===== src/rtl/muldiv_unit.sv =====
`default_nettype none
// ============================================================================
// Module   : muldiv_unit
// Purpose  : Iterative RV32M multiply/divide unit. Runs a 32-step shift-add
//            multiply or a restoring divide on operand magnitudes, then fixes
//            the sign and selects the requested word. Divide-by-zero and
//            signed overflow are resolved at start and skip the iterations.
// Revision : 1.0 - initial release
// ============================================================================
module muldiv_unit (
    input  logic        clk,
    input  logic        reset,
    input  logic        start,
    input  logic [2:0]  funct3,
    input  logic [31:0] srcA,
    input  logic [31:0] srcB,
    output logic        busy,
    output logic        done,
    output logic [31:0] result
);

    localparam logic [1:0] c_IDLE = 2'd0;
    localparam logic [1:0] c_RUN  = 2'd1;
    localparam logic [1:0] c_FIX  = 2'd2;
    localparam logic [1:0] c_DONE = 2'd3;

    logic [1:0]  r_state;
    logic [1:0]  w_state_nxt;
    logic        r_done;
    logic [31:0] r_result;

    logic [2:0]  r_op;       // latched funct3
    logic        r_neg;      // final result must be negated
    logic [5:0]  r_cnt;      // iteration counter
    logic [63:0] r_acc;      // product accumulator
    logic [63:0] r_mcand;    // multiplicand, shifted left each step
    logic [31:0] r_q;        // multiplier (shifts right) or dividend/quotient (shifts left)
    logic [31:0] r_rem;      // partial remainder; its 33rd bit lives in w_shift
    logic [31:0] r_dvsr;     // divisor magnitude
    logic [31:0] r_res;      // staged result, published on the done edge

    // ------------------------------------------------------------------
    // Operand decode, magnitudes and special cases (used only in IDLE)
    // ------------------------------------------------------------------
    logic        w_accept;
    logic        w_in_div;
    logic        w_in_rem;
    logic        w_sgn_a;
    logic        w_sgn_b;
    logic        w_neg_a;
    logic        w_neg_b;
    logic        w_in_neg;
    logic [31:0] w_mag_a;
    logic [31:0] w_mag_b;
    logic        w_div_zero;
    logic        w_ovf;
    logic        w_special;
    logic [31:0] w_special_res;

    // A start in the done cycle is dropped so the result is seen first
    assign w_accept   = (r_state == c_IDLE) && start && !r_done;
    assign w_in_div   = funct3[2];
    assign w_in_rem   = funct3[2] & funct3[1];
    // MULH, MULHSU, DIV, REM treat rs1 as signed; MULH, DIV, REM treat rs2 as signed
    assign w_sgn_a    = funct3[2] ? ~funct3[0] : (funct3 == 3'b001 || funct3 == 3'b010);
    assign w_sgn_b    = (funct3 == 3'b001) || (funct3[2] & ~funct3[0]);
    assign w_neg_a    = w_sgn_a & srcA[31];
    assign w_neg_b    = w_sgn_b & srcB[31];
    assign w_mag_a    = w_neg_a ? (~srcA + 32'd1) : srcA;
    assign w_mag_b    = w_neg_b ? (~srcB + 32'd1) : srcB;
    // Remainder takes the dividend's sign; everything else the XOR of signs
    assign w_in_neg   = w_in_rem ? w_neg_a : (w_neg_a ^ w_neg_b);
    assign w_div_zero = w_in_div && (srcB == 32'd0);
    assign w_ovf      = w_in_div && !funct3[0] && (srcA == 32'h8000_0000) &&
                        (srcB == 32'hFFFF_FFFF);
    assign w_special  = w_div_zero || w_ovf;
    assign w_special_res = w_div_zero ? (w_in_rem ? srcA : 32'hFFFF_FFFF)
                                      : (w_in_rem ? 32'd0 : 32'h8000_0000);

    // ------------------------------------------------------------------
    // Restoring divide step: shift in the next dividend bit and try
    // subtracting the divisor; a borrow in bit 32 means keep the shift.
    // ------------------------------------------------------------------
    logic [32:0] w_shift;
    logic [32:0] w_trial;

    assign w_shift = {r_rem, r_q[31]};
    assign w_trial = w_shift - {1'b0, r_dvsr};

    // ------------------------------------------------------------------
    // Sign fix-up and result select (used in FIX)
    // ------------------------------------------------------------------
    logic [63:0] w_prod_fix;
    logic [31:0] w_quo_fix;
    logic [31:0] w_rem_fix;
    logic [31:0] w_fix_res;

    assign w_prod_fix = r_neg ? (~r_acc + 64'd1) : r_acc;
    assign w_quo_fix  = r_neg ? (~r_q + 32'd1) : r_q;
    assign w_rem_fix  = r_neg ? (~r_rem + 32'd1) : r_rem;

    // Pick the word the operation asks for
    always_comb begin
        w_fix_res = w_prod_fix[63:32];
        case (r_op)
            3'b000:         w_fix_res = w_prod_fix[31:0];
            3'b100, 3'b101: w_fix_res = w_quo_fix;
            3'b110, 3'b111: w_fix_res = w_rem_fix;
            default:        w_fix_res = w_prod_fix[63:32];
        endcase
    end

    // State register
    always_ff @(posedge clk or posedge reset) begin
        if (reset) begin
            r_state <= c_IDLE;
        end else begin
            r_state <= w_state_nxt;
        end
    end

    // Next-state logic
    always_comb begin
        w_state_nxt = r_state;
        case (r_state)
            c_IDLE: if (w_accept) w_state_nxt = w_special ? c_DONE : c_RUN;
            c_RUN:  if (r_cnt == 6'd31) w_state_nxt = c_FIX;
            c_FIX:  w_state_nxt = c_DONE;
            c_DONE: w_state_nxt = c_IDLE;
            default: w_state_nxt = c_IDLE;
        endcase
    end

    // Datapath: operand capture, iteration, fix-up and result publication
    always_ff @(posedge clk or posedge reset) begin
        if (reset) begin
            r_op     <= 3'd0;
            r_neg    <= 1'b0;
            r_cnt    <= 6'd0;
            r_acc    <= 64'd0;
            r_mcand  <= 64'd0;
            r_q      <= 32'd0;
            r_rem    <= 32'd0;
            r_dvsr   <= 32'd0;
            r_res    <= 32'd0;
            r_result <= 32'd0;
            r_done   <= 1'b0;
        end else begin
            r_done <= (r_state == c_DONE);
            case (r_state)
                c_IDLE: begin
                    if (w_accept) begin
                        r_op    <= funct3;
                        r_neg   <= w_in_neg;
                        r_cnt   <= 6'd0;
                        r_acc   <= 64'd0;
                        r_rem   <= 32'd0;
                        r_mcand <= {32'd0, w_mag_a};
                        r_q     <= w_in_div ? w_mag_a : w_mag_b;
                        r_dvsr  <= w_mag_b;
                        if (w_special) r_res <= w_special_res;
                    end
                end
                c_RUN: begin
                    r_cnt <= r_cnt + 6'd1;
                    if (!r_op[2]) begin
                        if (r_q[0]) r_acc <= r_acc + r_mcand;
                        r_mcand <= r_mcand << 1;
                        r_q     <= r_q >> 1;
                    end else if (!w_trial[32]) begin
                        r_rem <= w_trial[31:0];
                        r_q   <= {r_q[30:0], 1'b1};
                    end else begin
                        r_rem <= w_shift[31:0];
                        r_q   <= {r_q[30:0], 1'b0};
                    end
                end
                c_FIX: begin
                    r_res <= w_fix_res;
                end
                c_DONE: begin
                    r_result <= r_res;
                end
                default: begin
                    r_res <= r_res;
                end
            endcase
        end
    end

    assign busy   = (r_state != c_IDLE) || r_done;
    assign done   = r_done;
    assign result = r_result;

endmodule
`default_nettype wire


===== config.mk =====
export PLATFORM = sky130hd
export DESIGN_NAME = muldiv_unit
export DESIGN_NICKNAME = d
export VERILOG_FILES = /design/src/rtl/muldiv_unit.sv
export SDC_FILE = /design/constraint.sdc
export NUM_CORES = 1
export LEC_CHECK = 0
export CAP_MARGIN = 30
export CORE_UTILIZATION = 55
export CTS_CLUSTER_SIZE = 40
export DETAILED_ROUTE_END_ITERATION = 16
export PLACE_DENSITY_LB_ADDON = 0.3
export SYNTH_ARGS = -nofsm -noshare
export SYNTH_HDL_FRONTEND = slang
export SYNTH_SLANG_ARGS = --single-unit

===== constraint.sdc =====
create_clock -name clk -period 10.3 [get_ports clk]
set_input_delay 2.06 -clock clk [delete_from_list [all_inputs] [get_ports clk]]
set_output_delay 2.06 -clock clk [all_outputs]
set_load 0.02 [all_outputs]

==> After elaboration in Yosys (flattened, before gate mapping) <==
Index checks and enable logic that the tools add are counted.
W data, S select, Z words.
{ "totals": {"regBits": 301, "inputBits": 70, "out_inout_bits": 34, "wordCells": 112} }
{ "classes": {"add_sub_neg": 8, "n_eq_ne": 18, "n_mux": 36, "n_bitwise": 11, "n_reduce_logical": 27} }
{ "ops": {"columns": ["operator", "n"], "rows": [
  ["$mux W32", 15],
  ["$mux W64", 6],
  ["$pmux W64 S2", 2],
  ["$pmux W32 S2", 3],
  ["$add A32 B1 Y32 const B", 4],
  ["$not A32 Y32", 4],
  ["$pmux W32 S3", 1],
  ["$add A64 B1 Y64 const B", 1],
  ["$add A64 B64 Y64", 1],
  ["$eq A32 B32 Y1 const B", 2],
  ["$not A64 Y64", 1],
  ["$sub A33 B32 Y33", 1],
  ["$logic_not A32 Y1", 1],
  ["$eq A3 B3 Y1 const B", 4],
  ["$ne A2 B2 Y1 const B", 6],
  ["$pmux W6 S2", 1],
  ["$reduce_and A3 Y1", 3],
  ["$pmux W2 S4", 1],
  ["$add A6 B1 Y6 const B", 1],
  ["$eq A6 B5 Y1 const B", 1],
  ["$logic_and A1 B1 Y1", 6],
  ["$mux W2", 3],
  ["$mux W6", 1],
  ["$reduce_and A2 Y1", 3],
  ["15 further kinds", 28]
]} }

==> Logic depth before layout (Yosys ltp) <==
Gate-level depths: netlist (run 1).
{ "depth": {"ltp_word": 8, "ltp_mapped": 16, "ltp_nobuf": 14} }

==> Worst setup path after synthesis (run 1) <==
OpenSTA, ideal clock, no wires.
{ "synth_path": {"kind": "input to register", "startpoint": "input srcA[5]", "endpoint": "register r_res[22]", "setup_time_ns": 0.083, "arrival_time_ns": 4.606, "t_required_ns": 10.217, "path_slack_ns": 5.611, "stages": 11, "n_path_buf": 1, "path_cell_list": "nor4_1 -> nand2_1 -> or4_1 -> or4_1 -> nor3_2 -> and3_1 -> a21oi_1 -> o21ai_1 -> clkbuf_1 -> o21ai_0 -> o21ai_0"} }
{ "synth_via": {"elab_chain_len": 6} }
{ "synth_rtl": {"columns": ["element", "line_no", "text"], "rows": [
  ["start, declared", "15", "input logic [31:0] srcA,"],
  ["$eq A32 B32 Y1", "74", "assign w_ovf = w_in_div && !funct3[0] && (srcA == 32'h8000_0000) &&"],
  ["$logic_and A1 B1 Y1 (2 in a row)", "74", null],
  ["$logic_or A1 B1 Y1", "76", "assign w_special = w_div_zero || w_ovf;"],
  ["$ne A2 B2 Y1 (no source line)", null, null],
  ["$reduce_and A3 Y1 (no source line)", null, null],
  ["end signal, assigned", "161", "if (w_special) r_res <= w_special_res;"],
  ["end signal, assigned", "179", "r_res <= w_fix_res;"],
  ["end signal, assigned", "185", "r_res <= r_res;"],
  ["end, declared", "40", "logic [31:0] r_res;"]
]} }
Every way passes these cells.
A chain may end at the register's enable or synchronous reset.

==> Worst setup path in the final report (run 1) <==
{ "layout_path": {"startpoint": "input srcB[10]", "endpoint": "register r_res[6]"} }
{ "layout_via": {"elab_chain_len": 6, "word_cells_on_any_way": 11, "cone_classes": "eq/ne (2); mux (4); reduce/logical (5)"} }
{ "layout_rtl": {"columns": ["element", "line_no", "text"], "rows": [
  ["start, declared", "16", "input logic [31:0] srcB,"],
  ["$logic_not A32 Y1", "73", "assign w_div_zero = w_in_div && (srcB == 32'd0);"],
  ["$logic_and A1 B1 Y1", "73", null],
  ["$mux W32", "77", "assign w_special_res = w_div_zero ? (w_in_rem ? srcA : 32'hFFFF_FFFF)"],
  ["$mux W32", "161", null],
  ["$mux W32", "152", "if (w_accept) begin"],
  ["$pmux W32 S2", "150", "case (r_state)"]
]} }
Parallel ways exist; a longest one is shown, timed or not. The select of a mux whose other input is x is not followed.

==> results.py, run 1 <==
metrics = {
    "outcome": {
        "status": "finished, final reports clean",
    },
    "worst_setup_path": {
        "cp_data_required_time_ps": 10760,
        "crit_type": "input pin to flip-flop",
        "cp_max_fo": 33,
        "cpMaxStageDelayCell": "clkdlybuf4s50_1",
        "path_common_cell": "or3_1",
        "cp-end-kind": "flip-flop",
        "critPathLaunch": "srcB[10]",
        "path_buf_inv": 2,
        "r2r_start": "r_q[31]$_DFFE_PP0P_",
        "max_stage_delay_ps": 490,
        "start_kind": "input pin",
        "path_delay_family": "simple AND/OR/NAND/NOR gates",
        "cp.depth": 12,
        "crit_chain": "clkdlybuf4s50_1 -> nor3_1 -> nand2b_1 -> or3_1 -> or3_1 -> nor4_2 -> nand3_1 -> nor4b_2 -> or2_2 -> a22oi_2 -> buf_4 -> a22o_1",
        "rr_worst_depth": 15,
        "reg2reg_slack_ps": 5700,
        "cp.arrival_ps": 5570,
    },
    "run": {
        "cap_violations": 0,
    },
    "global_route": {
        "grt-ovfl-total": 0,
        "grt_pass1_wl_mm": 122.7,
        "grtUsageTotal_pct": 38.46,
        "antenna_found_initial": 3,
        "grt_max_degree": 160,
        "first_global_vias": 20440,
    },
    "place": {
        "gp_congestion": 1.023,
        "port_buffers": 103,
        "post-dp-hpwl_mm": 60.81,
        "place_ws_ps": 4605,
    },
    "sta": {
        "worst_slack_ps": 5183,
        "worst_pin_slew_ps": 996.5,
        "max_freq_mhz": 195.4,
        "fin_crit_sh_pct": 49.68,
        "fin_crit_ps": 5117,
        "setup_viol": 0,
        "slew_headroom_pct": 33.09,
        "rsz0062_at_grt": "false",
        "fin_hold_ws_ps": 495.4,
        "hold_violations": 0,
        "skew_ps": 27.08,
        "fin_setup_tns_ps": 0,
        "maxSlewViolCount": 0,
    },
    "synth": {
        "postSynthCellCount": 2777,
        "synth_seq_cells": 301,
        "yosysSeqAreaShare_pct": 33.28,
        "synth_warnings": 0,
        "synth_edf_count": 0,
        "syn-cell-area_sq_um": 22640,
        "synth_cell_types": 80,
        "yosys_most_used_dff": "dfrtp_1",
        "postSynthAreaPerCell_sq_um": 8.151,
        "synthesis.nets": 2955,
        "synthArstFlopShare_pct": 100.0,
    },
    "die": {
        "die_w_um": 204.9,
        "initial_core_util_pct": 56.32,
        "ioPinCount": 104,
        "dieArea_sq_um": 41970,
        "rows": 73,
        "die_y_um": 204.9,
        "fp.coreArea_sq_um": 40190,
    },
    "cells_and_area": {
        "drive_above_1_share_pct": 6.239,
        "area_growth_syn_to_layout_pct": 11.90,
        "layout.nets": 2971,
        "mostFrequentLayoutCells": "nand2_1 (431), o21ai_0 (370), dfrtp_1 (299), a21oi_1 (198), xor2_1 (154)",
        "diodes": 0,
        "layout_commonest_cell": "nand2_1",
    },
    "power": {
        "report.power.total_w": 0.008825,
        "p_leak_nw": 10.94,
        "irDropWorstVdd_uv": 210.1,
        "power_density_nw_per_um2": 348.4,
    },
    "clock_network": {
        "cts_max_level": 2,
        "ctsHoldBuffers": 0,
        "path_clk_slew_ps": 60,
        "worstSkewPairLatency_ps": 580,
        "cts_sinks": 301,
        "cts_buffers": 36,
        "cts_tree": "built",
        "cts_buffer_depth": 3,
        "cts_setup_buffers": 0,
        "ctsResizeCount": 0,
        "cts_root_buffer": "clkbuf_16",
    },
    "min_path": {
        "hp-class": "flip-flop to flip-flop",
        "min_path_cells": 2,
        "hold_start": "r_dvsr[30]$_DFFE_PP0P_",
    },
    "detailed_routing": {
        "ant_nets": 0,
        "route.detailed.drc": 0,
        "drtIter0Drc": 2348,
        "drt-total-wl_mm": 80.61,
        "wl_per_cell_um": 24.09,
        "viasPerCell": 6.544,
        "vias": 21900,
        "drt_first_pass_iters": 6,
    },
}
## cell type report
class / count / area (sq um)
Multi-Input combinational cell: 2247 / 14270
Timing Repair Buffer: 132 / 1277
Inverter: 75 / 285.3
Clock inverter: 20 / 276.5
Clock buffer: 46 / 1020
Sequential cell: 301 / 7537
Fill cell: 3473 / 14860
Tap cell: 525 / 656.9
## cells by family (layout without fill, tap and decap cells)
logic type                 Yosys count  count (layout)  synth area share [%]
AOI/OAI and AO/OA                  903             903                 24.07
and+or+nand+nor                    863             863                 17.56
DFF                                301             301                 33.28
xor gates and xnor gates           268             268                 10.37
buffers and inverters              229             273                 3.803
adders and majority gates          108             108                 6.036
muxes                              105             105                 4.892
## power breakdown
group          internal [W]  switching, W
clock              0.000858      0.000571
combinational       0.00187       0.00337
sequential          0.00160      0.000561
total               0.00432       0.00450
## through the flow
step                      cells  util, %  area [sq um]
after global placement     3276    59.67         23980
after global routing       3346    63.02         25330
after CTS                  3345    62.95         25300
final                      3346    63.02         25330
after detailed placement   3279    59.73         24000
after floorplan            2777        -         22640
## Yosys cell counts (36+ instances only)
cell	instances	area (sq um)
ha_1	106	1326
a21oi_1	199	996.0
nand2_1	432	1622
mux2i_1	69	690.7
clkbuf_1	136	510.5
xnor2_1	114	998.5
dfrtp_1	301	7532
o21ai_0	370	1852
nor3_1	44	220.2
a21o_1	38	285.3
nor2_1	144	540.5
o31ai_1	56	420.4
xor2_1	154	1349
inv_1	75	281.5
nand2b_1	36	225.2
## layer usage
layer	global-route usage, %	share of wire (%)	vias to the layer above
li1	-	-	10030
met1	54.99	43	10640
met2	56.39	43	1027
met3	7.556	9.5	201
met4	16.32	4.4	4
met5	0	0.031	-
## final timing paths
kind	to
max in group asynchronous	r_acc[42]$_DFFE_PP0P_
max reg2reg	r_rem[0]$_DFFE_PP0P_
max	r_res[6]$_DFFE_PP0P_
min in group asynchronous	r_dvsr[15]$_DFFE_PP0P_
min reg2reg	r_dvsr[30]$_DFFE_PP0P_
min	r_dvsr[30]$_DFFE_PP0P_
## tightest hold or removal path, cell delays in order (launching register included)
cell	delay, ps
dfrtp_1	340
nand2_1	50
o21ai_0	70
## registers in the layout, indices dropped and copies added, names as in the netlist
signal and flops:
r_res 32, r_state 2, r_q 32, done 1, r_op 3, r_acc 64
r_cnt 6, result 32, r_rem 32, r_mcand 64, r_dvsr 32, r_neg 1
(Power assumes the default switching activity.)
==> run 2: changes to the inputs <==
==> constraint.sdc (replaced) <==
create_clock -name clk -period 4.68 [get_ports clk]
set_input_delay 0.936 -clock clk [delete_from_list [all_inputs] [get_ports clk]]
set_output_delay 0.936 -clock clk [all_outputs]
set_load 0.02 [all_outputs]
==> run 2 against run 1 <==
Via count up 1.2%. Clock skew up 1.5 ps. Clock-buffer cell count up 5. Final area grew 0.82%. Non-clock buffer count up 37. Routed wire length shrank 1.0%. Largest power group unchanged. Highest routed layer unchanged.
==> results.py, run 2 (synthesis results as in run 1) <==
metrics = {
    "outcome": {
        "status": "finished, final reports clean",
    },
    "detailed_routing": {
        "drt_first_pass_iters": 6,
        "dr_wl_met2_mm": 33.75,
        "topRoutingLayerUsed": "met5",
        "route.detailed.drc": 0,
        "wl_met1_mm": 34.19,
        "vias": 22160,
        "drtIter0Drc": 2523,
        "ant_nets": 0,
        "wl_per_cell_um": 23.59,
        "drt-total-wl_mm": 79.80,
        "viasPerCell": 6.553,
        "wl_met3_mm": 8.238,
    },
    "sta": {
        "maxSlewViolCount": 0,
        "slew_headroom_pct": 31.58,
        "fin_crit_sh_pct": 88.40,
        "hold_violations": 0,
        "skew_ps": 28.62,
        "setup_viol": 0,
        "fin_crit_ps": 4137,
        "rsz0062_at_grt": "false",
        "worst_pin_slew_ps": 1026,
        "max_freq_mhz": 241.7,
    },
    "clock_network": {
        "cts_tree": "built",
        "cts_setup_buffers": 0,
        "path_clk_slew_ps": 60,
        "cts_sinks": 301,
        "cts_root_buffer": "clkbuf_16",
        "ctsResizeCount": 0,
        "ctsHoldBuffers": 0,
        "cts_buffers": 36,
        "worstSkewPairLatency_ps": 570,
        "cts_max_level": 2,
        "cts_buffer_depth": 3,
    },
    "place": {
        "gp_congestion": 0.9812,
        "port_buffers": 103,
        "post-dp-hpwl_mm": 60.74,
    },
    "global_route": {
        "grt_pass1_wl_mm": 122.5,
        "first_global_vias": 20730,
        "grt-ovfl-total": 0,
        "grtUsageTotal_pct": 38.44,
        "grt_max_degree": 129,
        "antenna_found_initial": 2,
    },
    "die": {
        "ioPinCount": 104,
        "die_y_um": 204.9,
        "rows": 73,
        "die_w_um": 204.9,
        "initial_core_util_pct": 56.32,
        "fp.coreArea_sq_um": 40190,
        "dieArea_sq_um": 41970,
    },
    "worst_setup_path": {
        "crit_chain": "inv_1 -> ha_1 -> fa_1 -> nand2b_1 -> a211oi_1 -> o21ai_1 -> o221a_2 -> and4_1 -> o311a_1 -> o21ai_1 -> xnor2_2 -> buf_12 -> nor4bb_1 -> a21oi_1 -> o21ai_0",
        "cp_data_required_time_ps": 5150,
        "path_buf_inv": 2,
        "path_delay_family": "compound AO/OA/AOI/OAI gates",
        "rr_worst_depth": 15,
        "cp-end-kind": "flip-flop",
        "cpMaxStageDelayCell": "fa_1",
        "start_kind": "flip-flop",
        "r2r_start": "r_q[31]$_DFFE_PP0P_",
        "cp_max_fo": 40,
        "max_stage_delay_ps": 430,
        "reg2reg_slack_ps": 540,
        "crit_type": "flip-flop to flip-flop",
        "r2r-end": "r_rem[7]$_DFFE_PP0P_",
        "cp.arrival_ps": 4600,
        "path_common_cell": "o21ai_1",
    },
    "cells_and_area": {
        "area_growth_syn_to_layout_pct": 12.81,
        "final_util_pct": 63.54,
        "layout.nets": 3008,
        "nFillCells": 3464,
        "mostFrequentLayoutCells": "nand2_1 (431), o21ai_0 (370), dfrtp_1 (299), a21oi_1 (198), xor2_1 (154)",
        "drive_above_1_share_pct": 7.180,
        "layout_commonest_cell": "nand2_1",
        "reg.largest.list": "r_acc x64, r_mcand x64",
    },
    "power": {
        "irDropWorstVdd_uv": 468.7,
        "p_leak_nw": 11.06,
        "report.power.total_w": 0.01907,
        "power_density_nw_per_um2": 746.8,
    },
    "min_path": {
        "hp-class": "flip-flop to flip-flop",
        "hold_end": "r_dvsr[31]$_DFFE_PP0P_",
        "hold_start": "r_dvsr[31]$_DFFE_PP0P_",
        "min_path_cells": 2,
    },
    "run": {
        "cap_violations": 0,
    },
}
run 2: worst max-delay path by stage:
stage                   startpoint                     to  slack [ps]  depth (start not counted)
4_1_cts        r_q[31]$_DFFE_PP0P_   r_rem[7]$_DFFE_PP0P_         620                         15
2_1_floorplan                reset         done$_DFF_PP0_        -260                          1
5_1_grt        r_q[31]$_DFFE_PP0P_  r_rem[26]$_DFFE_PP0P_         290                         14
3_3_place_gp              srcB[10]   r_res[7]$_DFFE_PP0P_         430                         12
3_5_place_dp              srcB[10]   r_res[6]$_DFFE_PP0P_         380                         12
6_report       r_q[31]$_DFFE_PP0P_   r_rem[7]$_DFFE_PP0P_         540                         15
run 2: worst min-delay path: stages (launching register included):
cell	delay (ps)
dfrtp_1	340
nand2_1	50
o21ai_0	60
run 2: through the flow:
step	std cells	setup TNS (ps)	instance area [sq um]	setup slack (ps)	hold slack, ps
final	3382	0	25530	543.0	480.7
after global routing	3380	0	25530	286.6	501.5
after CTS	3380	0	25530	617.2	482.8
after detailed placement	3317	0	24390	376.5	469.9
after global placement	3317	0	24390	434.8	465.0
after floorplan	2777	-77370	22640	-257.0	433.1
run 2: report_power, final:
group / switching [W] / total [W] / leakage (nW) / internal [W]
registers: 0.00126 / 0.00478 / 3.95 / 0.00351
logic: 0.00730 / 0.0115 / 6.55 / 0.00420
clock network: 0.00119 / 0.00280 / 0.552 / 0.00161
total: 0.00975 / 0.0191 / 11.1 / 0.00932
run 2: cell type report:
class,count,area [sq um],area share [%]
Multi-Input combinational cell,2247,14270,55.90
Antenna cell,2,5.005,0.01960
Timing Repair Buffer,169,1634,6.399
Inverter,75,285.3,1.117
Tap cell,525,656.9,2.573
Sequential cell,301,7537,29.52
Clock inverter,12,102.6,0.4018
Clock buffer,51,1039,4.067
run 2: per-layer routing:
layer | vias to the layer above | track usage, %
met1 | 10650 | 55.16
met4 | 2 | 16.88
met2 | 1197 | 56.06
li1 | 10110 | -
met5 | - | 0
met3 | 197 | 7.334
